--- config.mk ---
export PLATFORM = sky130hd
export DESIGN_NAME = dbus_bridge_flat
export DESIGN_NICKNAME = d
export VERILOG_FILES = /design/src/rtl/dbus_bridge_if.sv /design/src/rtl/dbus_bridge.sv /design/src/flat_wrapper.sv
export SDC_FILE = /design/constraint.sdc
export NUM_CORES = 1
export LEC_CHECK = 0
export CAP_MARGIN = 5
export CORE_AREA = 3 3 104 106
export DETAILED_ROUTE_END_ITERATION = 8
export DIE_AREA = 0 0 107 109
export PLACE_DENSITY_LB_ADDON = 0.1
export REMOVE_ABC_BUFFERS = 1
export SYNTH_ARGS = -nofsm -noshare
export SYNTH_HDL_FRONTEND = slang
export SYNTH_SLANG_ARGS = --single-unit
--- constraint.sdc ---
create_clock -name clk -period 4.75 [get_ports clk]
set_input_delay 0.95 -clock clk [delete_from_list [all_inputs] [get_ports clk]]
set_output_delay 0.95 -clock clk [all_outputs]
set_load 0.1 [all_outputs]
--- src/rtl/dbus_bridge_if.sv ---
// Core-side (ram_*) and bus-side (bus_*) signal bundle for dbus_bridge.
// The bridge takes the slave view; the core/bus environment takes the master view.
interface dbus_bridge_if #(
  parameter int ADDR_W = 32,
  parameter int DATA_W = 32
);
  localparam int SEL_W = DATA_W / 8;

  logic              ram_ce;
  logic              ram_we;
  logic [SEL_W-1:0]  ram_sel;
  logic [ADDR_W-1:0] ram_addr;
  logic [DATA_W-1:0] ram_wdata;
  logic [DATA_W-1:0] ram_rdata;
  logic              stallreq;

  logic              bus_req;
  logic              bus_we;
  logic [SEL_W-1:0]  bus_sel;
  logic [ADDR_W-1:0] bus_addr;
  logic [DATA_W-1:0] bus_wdata;
  logic              bus_ack;
  logic [DATA_W-1:0] bus_rdata;
  logic              bus_err;

  modport master (
    output ram_ce, ram_we, ram_sel, ram_addr, ram_wdata, bus_ack, bus_rdata,
    input  ram_rdata, stallreq, bus_req, bus_we, bus_sel, bus_addr, bus_wdata, bus_err
  );

  modport slave (
    input  ram_ce, ram_we, ram_sel, ram_addr, ram_wdata, bus_ack, bus_rdata,
    output ram_rdata, stallreq, bus_req, bus_we, bus_sel, bus_addr, bus_wdata, bus_err
  );
endinterface

--- src/rtl/dbus_bridge.sv ---
// MEM-stage to req/ack data bus bridge; stalls the pipeline until the bus acknowledges.
// Optional wait-state timeout abort is enabled by defining DBUS_TIMEOUT_EN.
//
// state | meaning
// IDLE  | waiting for ram_ce; stall follows ram_ce combinationally
// REQ   | bus_req asserted with latched fields; stalled until ack (or timeout)
// DONE  | one unstalled cycle so the pipeline advances; ram_ce ignored
module dbus_bridge #(
  parameter int ADDR_W = 32,
  parameter int DATA_W = 32,
  parameter int TO_CYC = 255
) (
  input logic         clk,
  input logic         rst,
  dbus_bridge_if.slave dbus
);
  localparam int SEL_W = DATA_W / 8;

  typedef enum logic [1:0] {IDLE, REQ, DONE} state_t;

  state_t            state, state_nxt;
  logic              latch, capture, abort, to_hit;
  logic              we_q;
  logic [SEL_W-1:0]  sel_q;
  logic [ADDR_W-1:0] addr_q;
  logic [DATA_W-1:0] wdata_q;
  logic [DATA_W-1:0] rdata_q;

  always_ff @(posedge clk or posedge rst) begin
    if (rst) state <= IDLE;
    else     state <= state_nxt;
  end

  // Ack beats a simultaneous terminal count.
  always_comb begin
    state_nxt = state;
    latch     = 1'b0;
    capture   = 1'b0;
    abort     = 1'b0;
    unique case (state)
      IDLE: if (dbus.ram_ce) begin
        latch     = 1'b1;
        state_nxt = REQ;
      end
      REQ: if (dbus.bus_ack) begin
        capture   = 1'b1;
        state_nxt = DONE;
      end else if (to_hit) begin
        abort     = 1'b1;
        state_nxt = DONE;
      end
      DONE:    state_nxt = IDLE;
      default: state_nxt = IDLE;
    endcase
  end

  always_ff @(posedge clk or posedge rst) begin
    if (rst) begin
      we_q    <= 1'b0;
      sel_q   <= '0;
      addr_q  <= '0;
      wdata_q <= '0;
      rdata_q <= '0;
    end else begin
      if (latch) begin
        we_q    <= dbus.ram_we;
        sel_q   <= dbus.ram_sel;
        addr_q  <= dbus.ram_addr;
        wdata_q <= dbus.ram_wdata;
      end
      if (capture && !we_q) rdata_q <= dbus.bus_rdata;
      else if (abort)       rdata_q <= '0;
    end
  end

`ifdef DBUS_TIMEOUT_EN
  localparam int CNT_W = $clog2(TO_CYC + 1);

  logic [CNT_W-1:0] cnt;
  logic             err_q;

  always_ff @(posedge clk or posedge rst) begin
    if (rst) begin
      cnt   <= '0;
      err_q <= 1'b0;
    end else begin
      err_q <= abort;
      if (latch)                             cnt <= '0;
      else if (state == REQ && !dbus.bus_ack) cnt <= cnt + CNT_W'(1);
    end
  end

  // The REQ cycle that would take the count to TO_CYC is the last one.
  assign to_hit       = (cnt == CNT_W'(TO_CYC - 1));
  assign dbus.bus_err = err_q;
`else
  logic unused_to_cyc;

  // Keeps TO_CYC referenced when the timeout logic is compiled out.
  assign unused_to_cyc = (TO_CYC == 0);
  assign to_hit        = 1'b0;
  assign dbus.bus_err  = 1'b0;
`endif

  assign dbus.bus_req   = (state == REQ);
  assign dbus.stallreq  = (state == REQ) || (state == IDLE && dbus.ram_ce);
  assign dbus.bus_we    = we_q;
  assign dbus.bus_sel   = sel_q;
  assign dbus.bus_addr  = addr_q;
  assign dbus.bus_wdata = wdata_q;
  assign dbus.ram_rdata = rdata_q;
endmodule
--- src/flat_wrapper.sv ---
// flat-port wrapper written by rule: the top's interface ports become plain ports
module dbus_bridge_flat 
#(
  parameter int ADDR_W = 32,
  parameter int DATA_W = 32,
  parameter int TO_CYC = 255
)
  (clk, rst, dbus_ram_ce, dbus_ram_we, dbus_ram_sel, dbus_ram_addr, dbus_ram_wdata, dbus_bus_ack, dbus_bus_rdata, dbus_ram_rdata, dbus_stallreq, dbus_bus_req, dbus_bus_we, dbus_bus_sel, dbus_bus_addr, dbus_bus_wdata, dbus_bus_err);
  dbus_bridge_if #(.ADDR_W(ADDR_W), .DATA_W(DATA_W)) dbus_i ();
  input logic clk;
  input logic rst;
  input wire logic [$bits(dbus_i.ram_ce)-1:0] dbus_ram_ce;
  input wire logic [$bits(dbus_i.ram_we)-1:0] dbus_ram_we;
  input wire logic [$bits(dbus_i.ram_sel)-1:0] dbus_ram_sel;
  input wire logic [$bits(dbus_i.ram_addr)-1:0] dbus_ram_addr;
  input wire logic [$bits(dbus_i.ram_wdata)-1:0] dbus_ram_wdata;
  input wire logic [$bits(dbus_i.bus_ack)-1:0] dbus_bus_ack;
  input wire logic [$bits(dbus_i.bus_rdata)-1:0] dbus_bus_rdata;
  output wire logic [$bits(dbus_i.ram_rdata)-1:0] dbus_ram_rdata;
  output wire logic [$bits(dbus_i.stallreq)-1:0] dbus_stallreq;
  output wire logic [$bits(dbus_i.bus_req)-1:0] dbus_bus_req;
  output wire logic [$bits(dbus_i.bus_we)-1:0] dbus_bus_we;
  output wire logic [$bits(dbus_i.bus_sel)-1:0] dbus_bus_sel;
  output wire logic [$bits(dbus_i.bus_addr)-1:0] dbus_bus_addr;
  output wire logic [$bits(dbus_i.bus_wdata)-1:0] dbus_bus_wdata;
  output wire logic [$bits(dbus_i.bus_err)-1:0] dbus_bus_err;
  assign dbus_i.ram_ce = dbus_ram_ce;
  assign dbus_i.ram_we = dbus_ram_we;
  assign dbus_i.ram_sel = dbus_ram_sel;
  assign dbus_i.ram_addr = dbus_ram_addr;
  assign dbus_i.ram_wdata = dbus_ram_wdata;
  assign dbus_i.bus_ack = dbus_bus_ack;
  assign dbus_i.bus_rdata = dbus_bus_rdata;
  assign dbus_ram_rdata = dbus_i.ram_rdata;
  assign dbus_stallreq = dbus_i.stallreq;
  assign dbus_bus_req = dbus_i.bus_req;
  assign dbus_bus_we = dbus_i.bus_we;
  assign dbus_bus_sel = dbus_i.bus_sel;
  assign dbus_bus_addr = dbus_i.bus_addr;
  assign dbus_bus_wdata = dbus_i.bus_wdata;
  assign dbus_bus_err = dbus_i.bus_err;
  dbus_bridge #(.ADDR_W(ADDR_W), .DATA_W(DATA_W), .TO_CYC(TO_CYC)) u_core (.clk(clk), .rst(rst), .dbus(dbus_i));
endmodule
==> key figures <==
Status
  – Outcome: complete, no violations

Drt
  – Antenna-violating nets left: 0
  – Routed wire per std cell: 16.5 µm
  – Residual DRC: 0
  – First-pass iteration count of the detailed router: 4
  – Vias: 2624
  – Final WL: 9.45 mm
  – Vias per cell: 4.59
  – Iteration-0 DRC Markers: 103

Critical path
  – Worst-path cell chain: nor2b_1 -> clkdlybuf4s50_1
  – Crit-path slowest cell: clkdlybuf4s50_1
  – Critical R2R Capture: u_core.dbus.bus_wdata[29]
  – Worst EP required: 3800 ps
  – Crit path kind: reg2out
  – Crit path DAT: 2130 ps
  – Crit-path max FO: 5
  – FF-to-FF setup slack: 2810 ps
  – Slowest stage delay, CP: 1150 ps
  – Worst R2R Start: u_core.state[1]
  – R2R cell count: 3
  – Critical Path Start Type: register
  – Nature of the critical path endpoint: primary output

Logic synthesis
  – Top FF cell, synth: dfrtp_1
  – Compound-Gate Fraction of Synth Area: 0.195%
  – Mapped Area: 3850 µm²
  – Mux cell area share after synthesis: 29.5%
  – Syn avg cell area: 17.1 µm²
  – XOR/XNOR share of the synthesized area: 0%
  – Area leader, netlist: dfrtp_1
  – Sequential fraction of the synthesis area: 66.9%
  – Synth warnings: 0
  – Most frequent cells after synthesis: 103 x dfrtp_1, 89 x mux2_2, 12 x mux2_1
  – Flops & latches, synth: 103
  – Mapped Cells: 225
  – Ys async rst share: 100%
  – Simple logic cell fraction of the synthesized area: 1.10%
  – Post-synthesis adder-cell area fraction: 0%
  – Largest family of logic cells by synthesized area: multiplexers
  – Post-synth EDFFs: 0
  – Synth unique cells: 14
  – Synth top area share: 66.9%
  – Most common cell in the netlist: dfrtp_1
  – Synth area leaders: dfrtp_1 67%, mux2_2 26%, mux2_1 3.5%, buf_4 0.97%, buf_2 0.78%

Hold path
  – Min-delay src: u_core.dbus.bus_wdata[5]
  – HP Class: reg2reg
  – Worst Hold End: u_core.dbus.bus_wdata[5]
  – Hold path cells: 1

Clocking
  – CTS tree: done
  – Clock sinks: 103
  – Post_cts resized: 0
  – Setup repair bufs after CTS: 0
  – Clock Path Buffers: 2
  – TritonCTS Buffers: 9
  – Clock root buffer master: clkbuf_8
  – H-tree Lvls: 3
  – CTS Hold Bufs: 0
  – Clk pin slew, worst setup/hold paths: 100 ps
  – Clock latency on the worst-skew pair: 360 ps

Die
  – Core box area: 9860 µm²
  – Die Y: 109 µm
  – I/O pin total: 209
  – Chip Width: 107 µm
  – Die area: 11700 µm²
  – # rows: 36
  – Initial Utilization: 39.0%

Layout
  – Layout Nets: 539
  – Fill count: 765
  – Antenna Cells: 0
  – Share of layout cells above drive strength 1: 25.3%
  – P&R area growth vs syn: 62.6%

Timing
  – # setup viols final: 0
  – Max Clk Rate: 0.325 GHz
  – Fin Setup TNS: 0 ps
  – Final hold violations: 0
  – Max-slew headroom: 31.7%
  – Final period utilization: 64.9%
  – Clock skew: 10.8 ps
  – Final min period: 3080 ps
  – Pin slew with the least headroom to its limit: 1020 ps
  – Final Slew Violations: 0
  – RSZ-0062 raised after global routing: false

GRT
  – Congestion Overflow GR: 0
  – Vias in the first global route: 2780
  – Total GRT Usage: 16.4%
  – Largest net degree at the start of global routing: 77
  – First-pass GRT wire length: 14.7 mm
  – Initial antenna violation count: 0

Place
  – Final HPWL DP: 7.07 mm
  – Global placement routability congestion: 0.714
  – Input/output buffers: 207

Run
  – Max-cap check violation count: 0
==> critical path: cells and delay by family (launching register included) <==
| family | cells | cell delay [ps] |
|---|---|---|
| simple gates | 1 | 160 |
| flops | 1 | 470 |
| buf+inv | 1 | 1150 |
==> layout make-up <==
class | instances | area (µm²) | share of cell area [%]
tap | 133 | 166 | 2.66
timing repair buffer | 210 | 2090 | 33.4
clock buffer | 12 | 155 | 2.48
sequential | 103 | 2580 | 41.2
clock inverter | 4 | 53.8 | 0.859
inverter | 1 | 6.26 | 0.0999
multi-input combinational | 109 | 1210 | 19.4
==> how the worst max path moves through the flow <==
stage,start,endpoint,slack [ps],cells past startpoint
after floorplan,dbus_bus_ack,u_core.dbus.ram_rdata[0],60,2
after global placement,dbus_ram_ce,u_core.dbus.bus_addr[16],1850,4
after detailed placement,dbus_ram_ce,u_core.dbus.bus_addr[18],1850,4
after CTS,u_core.state[1],dbus_bus_req,1640,2
after global routing,u_core.state[1],dbus_bus_req,1570,2
final,u_core.state[1],dbus_bus_req,1670,2
==> flip-flops by register name (all words and copies together) (netlist names) <==
name / cells
u_core.dbus.bus_wdata: 32
u_core.dbus.ram_rdata: 32
u_core.dbus.bus_addr: 32
u_core.dbus.bus_sel: 4
u_core.dbus.bus_we: 1
u_core.state: 2
==> layer usage <==
layer | vias up | share of wire (%) | track usage [%]
met5 | - | 0 | 0
met4 | 0 | 1.3 | 5.39
met3 | 11 | 9.5 | 6.69
met2 | 106 | 52 | 27.8
met1 | 1301 | 37 | 19.0
li1 | 1206 | - | -
==> cell usage in the layout, fill, tap and decap left out, drive strengths merged <==
master	count
nor2	2
a211oi	1
nor4bb	1
buf	4
nor2b	1
and2	1
bufinv	1
clkinvlp	2
clkbuf	12
mux2	101
clkdlybuf4s50	206
inv	1
clkinv	1
dfrtp	103
conb	1
nor3b	1
==> through the flow <==
| step | std cells | utilization [%] | area, µm² | worst slack [ps] | hold WS (ps) |
|---|---|---|---|---|---|
| after floorplan | 213 | - | 3770 | 60.8 | 485 |
| after global placement | 556 | 61.4 | 6050 | 1850 | 469 |
| final | 572 | 63.5 | 6260 | 1670 | 492 |
| after CTS | 572 | 63.5 | 6260 | 1640 | 498 |
| after detailed placement | 556 | 61.4 | 6050 | 1850 | 474 |
| after global routing | 572 | 63.5 | 6260 | 1570 | 518 |
==> cell families (layout without fill, tap and decap cells) <==
kind of cell	after synthesis	in the layout
compound gates	1	1
buf+inv	13	227
flops	103	103
mux	101	101
other cells	1	1
simple gates	6	6
Power is not shown: default switching activity piles up to over one toggle a cycle in this logic, so the estimate is an artifact.
